**config.mk**
```make
export PLATFORM = sky130hd
export DESIGN_NAME = muldiv_unit
export DESIGN_NICKNAME = d
export VERILOG_FILES = /design/src/rtl/rv_m_pkg.sv /design/src/rtl/muldiv_unit_div_iter.sv /design/src/rtl/muldiv_unit.sv
export SDC_FILE = /design/constraint.sdc
export NUM_CORES = 2
export LEC_CHECK = 0
export ABC_CLOCK_PERIOD_IN_PS = 14600
export CORE_MARGIN = 2
export CORE_UTILIZATION = 60
export DETAILED_ROUTE_END_ITERATION = 12
export HOLD_SLACK_MARGIN = 0.02
export PLACE_DENSITY = 0.77
export SYNTH_ARGS = -nofsm -noshare
export SYNTH_HDL_FRONTEND = slang
export SYNTH_SLANG_ARGS = --single-unit
export TNS_END_PERCENT = 100
```
**constraint.sdc**
```tcl
create_clock -name clk -period 14.6 [get_ports clk]
set_input_delay 2.19 -clock clk [delete_from_list [all_inputs] [get_ports clk]]
set_output_delay 2.19 -clock clk [all_outputs]
set_load 0.03 [all_outputs]
```
**src/rtl/rv_m_pkg.sv**
```systemverilog
// Shared definitions for the M-extension execute unit: funct3 encodings,
// FSM state type and small decode helpers.
package rv_m_pkg;

  localparam logic [2:0] F3_MUL    = 3'b000;
  localparam logic [2:0] F3_MULH   = 3'b001;
  localparam logic [2:0] F3_MULHSU = 3'b010;
  localparam logic [2:0] F3_MULHU  = 3'b011;
  localparam logic [2:0] F3_DIV    = 3'b100;
  localparam logic [2:0] F3_DIVU   = 3'b101;
  localparam logic [2:0] F3_REM    = 3'b110;
  localparam logic [2:0] F3_REMU   = 3'b111;

  typedef enum logic [1:0] {
    IDLE = 2'd0,
    MUL  = 2'd1,
    DIV  = 2'd2,
    DONE = 2'd3
  } md_state_t;

  function automatic logic is_div(input logic [2:0] f3);
    return f3[2];
  endfunction

  // Divide ops with funct3[0] clear (DIV/REM) work on signed operands.
  function automatic logic is_signed_div(input logic [2:0] f3);
    return f3[2] & ~f3[0];
  endfunction

endpackage

```
**src/rtl/muldiv_unit_div_iter.sv**
```systemverilog
// Restoring divider datapath: one shift/compare/subtract per step on
// unsigned operands. Outputs are the quotient/remainder after the current step.
module div_iter #(
  parameter int XLEN = 32
) (
  input  logic            clk,
  input  logic            load_i,
  input  logic            step_i,
  input  logic [XLEN-1:0] dividend_i,
  input  logic [XLEN-1:0] divisor_i,
  output logic [XLEN-1:0] quot_o,
  output logic [XLEN-1:0] rem_o
);

  logic [XLEN-1:0] rem_q, quo_q, dvs_q;
  logic [XLEN-1:0] rem_d, quo_d;
  logic [XLEN:0]   shifted, diff;
  logic            ge;

  // The partial remainder stays below the divisor, so XLEN+1 bits hold the shift.
  always_comb begin
    shifted = {rem_q, quo_q[XLEN-1]};
    diff    = shifted - {1'b0, dvs_q};
    ge      = ~diff[XLEN];
    rem_d   = ge ? diff[XLEN-1:0] : shifted[XLEN-1:0];
    quo_d   = {quo_q[XLEN-2:0], ge};
  end

  always_ff @(posedge clk) begin
    if (load_i) begin
      rem_q <= '0;
      quo_q <= dividend_i;
      dvs_q <= divisor_i;
    end else if (step_i) begin
      rem_q <= rem_d;
      quo_q <= quo_d;
    end
  end

  assign quot_o = quo_d;
  assign rem_o  = rem_d;

endmodule

```
**src/rtl/muldiv_unit.sv**
```systemverilog
// EX-stage M-extension unit: 2-cycle registered multiply, 32-step restoring
// divide, RISC-V special-case results, pipeline hold via busyE.
module muldiv_unit
  import rv_m_pkg::*;
#(
  parameter int XLEN      = 32,
  parameter int DIV_STEPS = 32
) (
  input  logic            clk,
  input  logic            reset,
  input  logic            startE,
  input  logic [2:0]      funct3E,
  input  logic [XLEN-1:0] srcAE,
  input  logic [XLEN-1:0] srcBE,
  input  logic            flushE,
  output logic            busyE,
  output logic            doneE,
  output logic [XLEN-1:0] resultE
);

  localparam int CNT_W = $clog2(DIV_STEPS);
  localparam logic [XLEN-1:0] MIN_NEG = {1'b1, {(XLEN-1){1'b0}}};

  md_state_t        state_q, state_d;
  logic [CNT_W-1:0] cnt_q;
  logic [2:0]       f3_q;
  logic [XLEN-1:0]  a_q, b_q, res_q;
  logic             negq_q, negr_q;

  logic             start_ok, sgn_in, div_spec, ext_a, ext_b;
  logic [XLEN-1:0]  spec_res, dvd, dvs, quot, rem, div_res, mul_res;
  logic signed [2*XLEN-1:0] mul_a, mul_b, prod;

  always_comb begin
    start_ok = (state_q == IDLE) && startE && !flushE;
    sgn_in   = is_signed_div(funct3E);
    div_spec = is_div(funct3E) &&
               ((srcBE == '0) || (sgn_in && srcAE == MIN_NEG && srcBE == '1));
    if (srcBE == '0) spec_res = funct3E[1] ? srcAE : '1;
    else             spec_res = funct3E[1] ? '0 : srcAE;
    dvd = (sgn_in && srcAE[XLEN-1]) ? -srcAE : srcAE;
    dvs = (sgn_in && srcBE[XLEN-1]) ? -srcBE : srcBE;
  end

  // Sign-extending to 2*XLEN gives the exact 33x33 product in the low 64 bits.
  always_comb begin
    ext_a   = (f3_q[1:0] != 2'b11);
    ext_b   = ~f3_q[1];
    mul_a   = {{XLEN{ext_a & a_q[XLEN-1]}}, a_q};
    mul_b   = {{XLEN{ext_b & b_q[XLEN-1]}}, b_q};
    prod    = mul_a * mul_b;
    mul_res = (f3_q[1:0] == 2'b00) ? prod[XLEN-1:0] : prod[2*XLEN-1:XLEN];
    div_res = f3_q[1] ? (negr_q ? -rem : rem) : (negq_q ? -quot : quot);
  end

  div_iter #(.XLEN(XLEN)) u_div_iter (
    .clk       (clk),
    .load_i    (start_ok),
    .step_i    (state_q == DIV),
    .dividend_i(dvd),
    .divisor_i (dvs),
    .quot_o    (quot),
    .rem_o     (rem)
  );

  always_ff @(posedge clk) begin
    if (reset) state_q <= IDLE;
    else       state_q <= state_d;
  end

  always_comb begin
    state_d = state_q;
    case (state_q)
      IDLE: if (start_ok) begin
        if (!is_div(funct3E)) state_d = MUL;
        else if (div_spec)    state_d = DONE;
        else                  state_d = DIV;
      end
      MUL:  state_d = flushE ? IDLE : DONE;
      DIV:  if (flushE) state_d = IDLE;
            else if (cnt_q == '0) state_d = DONE;
      DONE: state_d = IDLE;
      default: state_d = IDLE;
    endcase
  end

  always_comb begin
    busyE = start_ok || (((state_q == MUL) || (state_q == DIV)) && !flushE);
    doneE = (state_q == DONE) && !flushE;
  end

  always_ff @(posedge clk) begin
    if (start_ok) begin
      f3_q   <= funct3E;
      a_q    <= srcAE;
      b_q    <= srcBE;
      negq_q <= sgn_in && (srcAE[XLEN-1] ^ srcBE[XLEN-1]);
      negr_q <= sgn_in && srcAE[XLEN-1];
    end
  end

  always_ff @(posedge clk) begin
    if (reset) begin
      cnt_q <= '0;
      res_q <= '0;
    end else begin
      if (start_ok)
        cnt_q <= CNT_W'(DIV_STEPS - 1);
      else if (state_q == DIV && cnt_q != '0)
        cnt_q <= cnt_q - 1'b1;

      if (start_ok && div_spec)
        res_q <= spec_res;
      else if (state_q == MUL && !flushE)
        res_q <= mul_res;
      else if (state_q == DIV && cnt_q == '0 && !flushE)
        res_q <= div_res;
    end
  end

  assign resultE = res_q;

endmodule
```
==> results.yml <==
status:
  status: "finished, final reports clean"
clocking:
  cts.path.max_buffers: 3
  post_cts_buffers: 0
  cts_resized: 0
  htreeDepth: 1
  cts.reportedPaths.clkPinSlew_ns: 0.07
  cts_root_buf: "clkbuf_16"
  numCtsBuffers: 24
  clock-sinks: 202
  hold_buffers: 0
  insertion_delay_ns: 0.54
  cts_tree: "done"
floorplanning:
  start_util_pct: 60.4
  die_h_um: 296
  core_area_sq_um: 84900
  dieArea_sq_um: 87800
  ios: 105
  rows: 107
  die_w_um: 296
routing:
  wl_per_cell_um: 21.0
  wl_um: 142000
  vias: 39748
  first_pass_iters: 6
  drtIter0Drc: 3376
  drc_errors: 0
  via_per_inst: 5.88
  route.antenna.remaining_nets: 0
critical_path:
  crit_arrival_ns: 9.97
  path_class: "flip-flop to flip-flop"
  cpMaxStageDelayCell: "fa_1"
  cp_slowest_stage_delay_ns: 0.76
  cp.buffers_inverters: 8
  crit_family: "adder cells"
  cp_max_fo: 31
  path_common_cell: "fa_1"
  crit_path_end_kind: "flip-flop"
  worstSetupStartpointType: "flip-flop"
  required_ns: 15.02
logic_synthesis:
  synth_commonest_cells: "inv_1, fa_1, nand2_1"
  synth.avg_cell_area_sq_um: 9.03
  yosys.area.top_type: "fa_1"
  syn_nets: 7133
  synth_edf_count: 131
  synth_top_area_share_pct: 43.9
  yosys.cell_count.top_type: "inv_1"
  ys_types: 100
  synth_warnings: 0
  synth_seq_cells: 202
  synthTopCellsByArea: "fa_1, inv_1, edfxtp_1"
  synthArstFlopShare_pct: 0
  syn_inst: 5680
  yosysSeqAreaShare_pct: 10.4
  synthFlopType: "edfxtp_1"
  synth.cell_area_sq_um: 51300
global_route:
  met3_usage_pct: 4.59
  grt_max_degree: 68
  antenna_found_initial: 5
  grt_usage_pct: 33.6
  grt_use_met1_pct: 44.5
  grtUsageMet2_pct: 56.6
  grt_pass1_vias: 42026
  grt_pass1_wl_um: 229000
  busiest_layer: "met2"
  grt_overflow_total: 0
final_layout:
  fin_util_pct: 63.7
  fin_nets: 7052
  drive_gt1_share_pct: 3.36
  synthToLayoutAreaGrowth_pct: 5.49
  nFillCells: 7099
  num_antenna_cells: 0
timing:
  setup_viol_count_final: 0
  maxSlewViolCount: 0
  fmax_mhz: 105
  tightest_slew_ns: 1.15
  hold_violations: 0
  slew_headroom_pct: 22.9
  setup_tns_ns: 0
  rsz0062_at_grt: "false"
  skew_ns: 0.0253
  min_period_over_period_pct: 65.4
  fin_crit_ns: 9.55
  worst_slack_ns: 5.05
placement:
  dp_hpwl_um: 114000
  port_buffers: 104
  place.gp.congestion: 1.01
  place_ws_ns: 5.15
hold_path:
  hp-class: "flip-flop to flip-flop"
flow_run:
  drv_cap: 0
[metrics by stage]
stage          cells  instance area, sq um  hold WS [ns]
2_1_floorplan   5680                 51300         0.476
3_3_place_gp    6717                 53300         0.449
3_5_place_dp    6717                 53300         0.462
4_1_cts         6761                 54100         0.481
5_1_grt         6761                 54100         0.515
6_report        6761                 54100         0.487
[final cells by class]
class                   instances  area, sq um  share of cell area [%]
multi-input cells            4022        40500                    74.8
flip-flops and latches        202         5360                    9.90
inverters                    1161         4360                    8.06
repair buffers                188         1670                    3.09
well taps                    1144         1430                    2.65
clock buffers                  25          626                    1.16
clock inverters                19          204                   0.377
[worst paths after layout]
kind,startpoint,cells past startpoint,to,slack [ns]
max reg2reg,a_q[31],30,resultE[31],5.05
max,a_q[31],30,resultE[31],5.05
min reg2reg,resultE[24],1,resultE[24],0.49
min,resultE[24],1,resultE[24],0.49
[metal layers]
layer  part of all wire, %  wire length, um
met5                 0.031               44
met4                   4.6             6560
met3                   8.9            12600
met2                    48            68900
met1                    38            54100
[state kept, by name (all words and copies together) (netlist names), 2 cells and up]
signal and cells:
a_q 32, b_q 32, resultE 32, u_div_iter.quo_q 32, u_div_iter.rem_q 32, u_div_iter.dvs_q 31
cnt_q 5, f3_q 2, state_q 2
[kinds of logic (layout without fill, tap and decap cells)]
kind of cell | after synthesis | in the layout | share of synthesized area (%)
muxes | 40 | 40 | 0.803
buffers and inverters | 1456 | 1393 | 10.7
and+or+nand+nor | 1727 | 1727 | 15.8
xor gates and xnor gates | 209 | 209 | 3.57
AOI/OAI and AO/OA | 662 | 662 | 8.42
DFF | 202 | 202 | 10.4
adders and majority gates | 1384 | 1384 | 50.2
[cell usage in the layout, fill, tap and decap left out, types with 39 or more instances in the layout]
master and instances:
inv_1 1159, fa_1 1126, nand2_1 856, and2_1 371, ha_1 255, nor2_1 222, a21oi_1 171, o21ai_0 154
edfxtp_1 131, xnor2_1 122, clkdlybuf4s50_1 104, xor2_1 87, buf_4 84, dfxtp_1 71, nor3_1 60, a211oi_1 51
a21o_1 44, o31ai_1 39
Power is not shown: default switching activity piles up to over one toggle a cycle in this logic, so the estimate is an artifact.
